--- src/rtl/shift_pipe_stage.sv ---
// Two-stage pipelined 16-bit shift/rotate unit with valid/ready on both sides.
// Optional feature macro: SHIFT_ROTATE_EN enables ROL/ROR; otherwise those opcodes are illegal.

module shift_pipe_step #(
    parameter int W     = 16,
    parameter int SCALE = 0
) (
    input  logic [2:0]   op,
    input  logic [W-1:0] data,
    input  logic [1:0]   amt,
    output logic [W-1:0] shifted
);
    localparam int SW = $clog2(W);

    // Each step handles two amount bits, weighted by 2**SCALE.
    logic [SW-1:0] n;
    assign n = SW'(amt) << SCALE;

`ifdef SHIFT_ROTATE_EN
    logic [2*W-1:0] dbl;
`endif

    always_comb begin
        shifted = '0;
`ifdef SHIFT_ROTATE_EN
        dbl = {data, data};
`endif
        case (op)
            3'b000: shifted = data << n;
            3'b001: shifted = data >> n;
            3'b010: shifted = $unsigned($signed(data) >>> n);
`ifdef SHIFT_ROTATE_EN
            3'b011: begin
                dbl     = {data, data} << n;
                shifted = dbl[2*W-1:W];
            end
            3'b100: begin
                dbl     = {data, data} >> n;
                shifted = dbl[W-1:0];
            end
`endif
            default: shifted = '0;
        endcase
    end
endmodule

module shift_pipe_stage #(
    parameter int OPERAND_WIDTH = 16,
    parameter int SHAMT_WIDTH   = 4
) (
    input  logic                     clk,
    input  logic                     rst_n,
    input  logic                     in_valid,
    output logic                     in_ready,
    input  logic [OPERAND_WIDTH-1:0] In,
    input  logic [SHAMT_WIDTH-1:0]   ShAmt,
    input  logic [2:0]               Op,
    output logic                     out_valid,
    input  logic                     out_ready,
    output logic [OPERAND_WIDTH-1:0] result,
    output logic                     err
);
    localparam int W      = OPERAND_WIDTH;
    localparam int STAGES = 2;

    typedef struct packed {
        logic [2:0]   op;
        logic [1:0]   amt_hi;
        logic [W-1:0] part;
        logic         err;
    } s1_t;

    function automatic logic op_legal(input logic [2:0] op);
        case (op)
            3'b000, 3'b001, 3'b010: op_legal = 1'b1;
`ifdef SHIFT_ROTATE_EN
            3'b011, 3'b100:         op_legal = 1'b1;
`endif
            default:                op_legal = 1'b0;
        endcase
    endfunction

    // vld_pipe[1] = stage 1 valid, vld_pipe[2] = out_valid; bit 0 is the accept strobe.
    logic [STAGES:0]                 vld_pipe;
    s1_t                             s1;
    logic                            s2_adv;
    logic                            accept;
    logic                            in_legal;

    logic [STAGES-1:0][2:0]          step_op;
    logic [STAGES-1:0][W-1:0]        step_in;
    logic [STAGES-1:0][1:0]          step_amt;
    logic [STAGES-1:0][W-1:0]        step_out;

    assign s2_adv      = !vld_pipe[2] || out_ready;
    assign in_ready    = !vld_pipe[1] || s2_adv;
    assign accept      = in_valid && in_ready;
    assign vld_pipe[0] = accept;
    assign in_legal    = op_legal(Op);

    assign step_op[0]  = Op;
    assign step_in[0]  = In;
    assign step_amt[0] = ShAmt[1:0];
    assign step_op[1]  = s1.op;
    assign step_in[1]  = s1.part;
    assign step_amt[1] = s1.amt_hi;

    genvar g;
    generate
        for (g = 0; g < STAGES; g++) begin : g_step
            shift_pipe_step #(.W(W), .SCALE(2 * g)) u_step (
                .op      (step_op[g]),
                .data    (step_in[g]),
                .amt     (step_amt[g]),
                .shifted (step_out[g])
            );
        end
    endgenerate

    always_ff @(posedge clk or negedge rst_n) begin
        if (!rst_n) begin
            vld_pipe[STAGES:1] <= '0;
            s1                 <= '0;
            result             <= '0;
            err                <= 1'b0;
        end else begin
            // in_ready implies stage 1 is empty or draining, so it may be overwritten.
            if (in_ready) begin
                vld_pipe[1] <= vld_pipe[0];
            end
            if (accept) begin
                s1.op     <= Op;
                s1.amt_hi <= ShAmt[3:2];
                s1.err    <= !in_legal;
                s1.part   <= in_legal ? step_out[0] : '0;
            end
            if (s2_adv) begin
                vld_pipe[2] <= vld_pipe[1];
                if (vld_pipe[1]) begin
                    result <= s1.err ? '0 : step_out[1];
                    err    <= s1.err;
                end
            end
        end
    end

    assign out_valid = vld_pipe[2];
endmodule

--- config.mk ---
export PLATFORM = sky130hd
export DESIGN_NAME = shift_pipe_stage
export DESIGN_NICKNAME = d
export VERILOG_FILES = /design/src/rtl/shift_pipe_stage.sv
export SDC_FILE = /design/constraint.sdc
export NUM_CORES = 1
export LEC_CHECK = 0
export CAP_MARGIN = 10
export CORE_MARGIN = 2
export CORE_UTILIZATION = 40
export CTS_CLUSTER_SIZE = 25
export DETAILED_ROUTE_END_ITERATION = 6
export PLACE_DENSITY_LB_ADDON = 0.05
export RECOVER_POWER = 100
export SYNTH_ARGS = -nofsm -noshare
export SYNTH_HDL_FRONTEND = slang
export SYNTH_SLANG_ARGS = --single-unit
export TNS_END_PERCENT = 50
--- constraint.sdc ---
create_clock -name clk -period 1.4 [get_ports clk]
set_input_delay 0.14 -clock clk [delete_from_list [all_inputs] [get_ports clk]]
set_output_delay 0.14 -clock clk [all_outputs]
set_load 0.01 [all_outputs]
==> summary.txt <==
Cells and area
  – Nets: 466
  – Register area: roughly 1000 sq um
  – Filler cell count: 660
  – Final Util: 62.4%
  – N_diodes: 0
  – Area Overhead vs Synth: 51.9%
  – Fin cells: about 540
  – Post-layout instance area: ~4800 sq um
  – Share of cells above drive strength 1: 42.0%
  – Multi-input gate area: approximately 2200 sq um

Worst setup path
  – Worst Reg2Reg Path Length in Cells: 5
  – Arrival time worst endpoint: around 1800 ps
  – CP endpoint kind: flop
  – Setup crit start kind: flop
  – Reg2reg setup slack: -200 ps
  – Worst reg2reg path endpoint: result[9]$_DFFE_PN0P_
  – Req. time, crit path: 1580 ps
  – Reg-to-Reg Start: s1[18]$_DFFE_PN0P_
  – WS Path Type: reg -> reg
  – Worst Setup EP: result[9]$_DFFE_PN0P_
  – Critical path startpoint: s1[18]$_DFFE_PN0P_
  – CP max FO: 5

Floorplan
  – Core ar.: approximately 7700 sq um
  – IO Count: between 40 and 50
  – Starting Density: 41.1%
  – Die Ht: a little over 90 um
  – Die width: 93.1 um
  – Row cnt: 32
  – Die area: 8660 sq um

GRT
  – Met2 GRT Util: roughly 40%
  – Met3 GRT Util: ~2.4%
  – Antenna violations before repair: 0
  – Largest net degree at the start of global routing: 30
  – Vias in the first global route: around 3100
  – First-pass GRT wire length: between 15 and 20 mm
  – Gr ovfl total: 0
  – GRT busiest layer: met2
  – Grt met1 use: between 20% and 30%
  – Gr usage total: 22.4%

Routing
  – Routed Antenna Nets: 0
  – Drt pass-1 iters: 4
  – WL final: 9.71 mm
  – DRC Markers: 0
  – Via/cell ratio: 5.76
  – WL/cell: 17.9 um
  – Initial detailed-routing violation count: 87
  – Via Count: approximately 3100

Pwr
  – Power Density: 922 nW/um^2
  – Overall Power: roughly 4.4 mW
  – Leakage Power: 2.08 nW
  – Peak VDD IR: 0.429 mV

CTS
  – Root buf cell: clkbuf_8
  – Clock buffer depth: 2
  – TritonCTS clock tree: yes
  – CTS Buf Count: 5
  – Skew-Pair Late Insertion Delay: roughly 290 ps
  – Sink Count: just over 40
  – CTS clk-pin slew, worst paths: 80 ps
  – H-tree depth: 2

Yosys
  – Syn Nets: 340
  – Syn Inst Count: 313
  – Ys flop type: dfrtp_1
  – Count of state elements after synthesis: 41
  – Syn. warnings: 0
  – Synth unique cells: 54
  – Async set-reset flop share out of synthesis: 100%
  – Netlist Area Pre-Place: about 3200 sq um
  – EDFF count, synth: 0
  – Seq/Total Area, Yosys: 32.3%
  – Avg Cell Area, Syn: between 10 and 15 sq um

Timing
  – Maximum clock frequency: 627 MHz
  – Final Hold Viols: 0
  – Final Max Slew Viols: 0
  – WHS: 316 ps
  – Final Setup Violations: 38
  – Actual slew at the worst max-slew pin: between 800 and 900 ps
  – Worst slew margin: around 45%
  – Post-layout minimum cycle time: 1600 ps
  – Final worst slack: -195 ps
  – Total negative slack: -3080 ps
  – RSZ-0062 raised after global routing: yes
  – Fin crit share: 114%
  – Final Skew: approximately 4.8 ps

Placed design
  – PortBufs: 45
  – Placement Cell Area: ~4300 sq um
  – Final HPWL DP: ~7.2 mm
  – DP Worst Slack: -303 ps
  – Final GP Congestion: 0.872
  – DP Cell Count: a little over 500

Outcome
  – Outcome: finished with violations
  – Failing checks: setup timing

Job
  – MaxCap Viol Count: 0

Min path
  – Worst Hold Class: in -> reg
-- cell usage after synthesis (2+ instances only) --
library cell,instances,share of area (%)
a21oi_1,9,1.4
a221o_1,4,1.3
a22oi_1,16,3.8
a311oi_1,3,0.83
a31oi_1,3,0.59
a32o_1,7,2.2
buf_2,14,2.2
clkbuf_1,14,1.7
dfrtp_1,41,32
inv_1,6,0.71
mux2_2,12,4.3
mux2i_1,21,6.6
mux4_2,21,15
nand2_1,30,3.5
nand2b_1,3,0.59
nand3_1,3,0.47
nand3b_1,4,0.95
nand4b_1,2,0.55
nor2_1,14,1.7
nor2b_1,4,0.79
nor3_1,5,0.79
nor3b_1,4,0.95
nor4_1,2,0.39
o21ai_0,7,1.1
o21ai_1,26,4.1
o221a_1,2,0.71
o221ai_1,2,0.55
o22ai_1,2,0.39
o2bb2ai_1,2,0.55
o31ai_1,4,0.95
o41ai_2,2,1.0
xnor2_1,2,0.55
-- worst min-delay path by stage --
stage | startpoint | end | cells past startpoint | slack [ps]
after global placement | rst_n | result[11]$_DFFE_PN0P_ | 1 | 80
after floorplan | rst_n | err$_DFFE_PN0P_ | 0 | -160
after global routing | Op[1] | s1[20]$_DFFE_PN0P_ | 3 | 340
final | Op[1] | s1[20]$_DFFE_PN0P_ | 3 | 320
after detailed placement | rst_n | result[9]$_DFFE_PN0P_ | 1 | 80
after CTS | rst_n | result[9]$_DFFE_PN0P_ | 2 | 300
-- where the power goes --
part	total [mW]	internal, mW	switching, mW
combinational	1.99	1.06	0.929
clock	1.01	0.580	0.427
sequential	1.45	1.32	0.127
-- state kept, by name, summed over array words and instances (netlist names) --
register / count
s1: 22
err: 1
vld_pipe: 1
result: 16
out_valid: 1
-- logic make-up (layout without fill, tap and decap cells) --
group                  after synthesis  in the layout  share of synthesized area, %
flip-flops                          41             41                          32.3
AO/OA/AOI/OAI                      101            101                          23.7
multiplexers                        54             54                          25.8
buffers and inverters               38            165                          5.40
AND/OR/NAND/NOR                     77             77                          12.3
XOR/XNOR                             2              2                         0.552
-- critical path, cell delays in order, from the launching register on --
cell     delay [ps]
dfrtp_2         430
buf_4           140
mux2_2          320
a22oi_1         220
nor2_1          100
a221o_1         270
-- what timing repair did --
| item | in CTS | in global routing |
|---|---|---|
| setup buffers | 10 | 3 |
| hold endpoints to repair | 14 | 0 |
| endpoints found under the setup margin | 20 | 39 |
| hold buffers | 1 | 0 |
| pin swaps | 9 | 19 |
| gates cloned | 0 | 1 |
| resized for setup | 20 | 47 |
-- cells in the final DEF, fill, tap and decap left out, types with 8 or more instances in the layout --
master	n
o21ai_1	21
nand2_1	28
mux4_2	21
dlymetal6s2s_1	8
a22oi_1	15
nor2_1	13
buf_6	11
clkdlybuf4s50_1	33
a21oi_1	8
buf_4	86
mux2i_1	19
dfrtp_1	36
-- area by class of cell --
class | count | area share [%]
clock buffers | 6 | 1.71
clock inverters | 2 | 0.778
inverters | 7 | 0.597
multi-input cells | 234 | 44.8
flip-flops and latches | 41 | 21.4
well taps | 102 | 2.65
repair buffers | 150 | 28.0
-- metal layers --
metal / part of all wire (%) / wire [um] / up-vias
met1: 43 / 4190 / 1548
met3: 3.1 / 297 / 19
met4: 2.3 / 222 / 0
li1: - / - / 1476
met2: 51 / 5000 / 81
met5: 0 / 0 / -
Power figures use the tool's default switching activity.
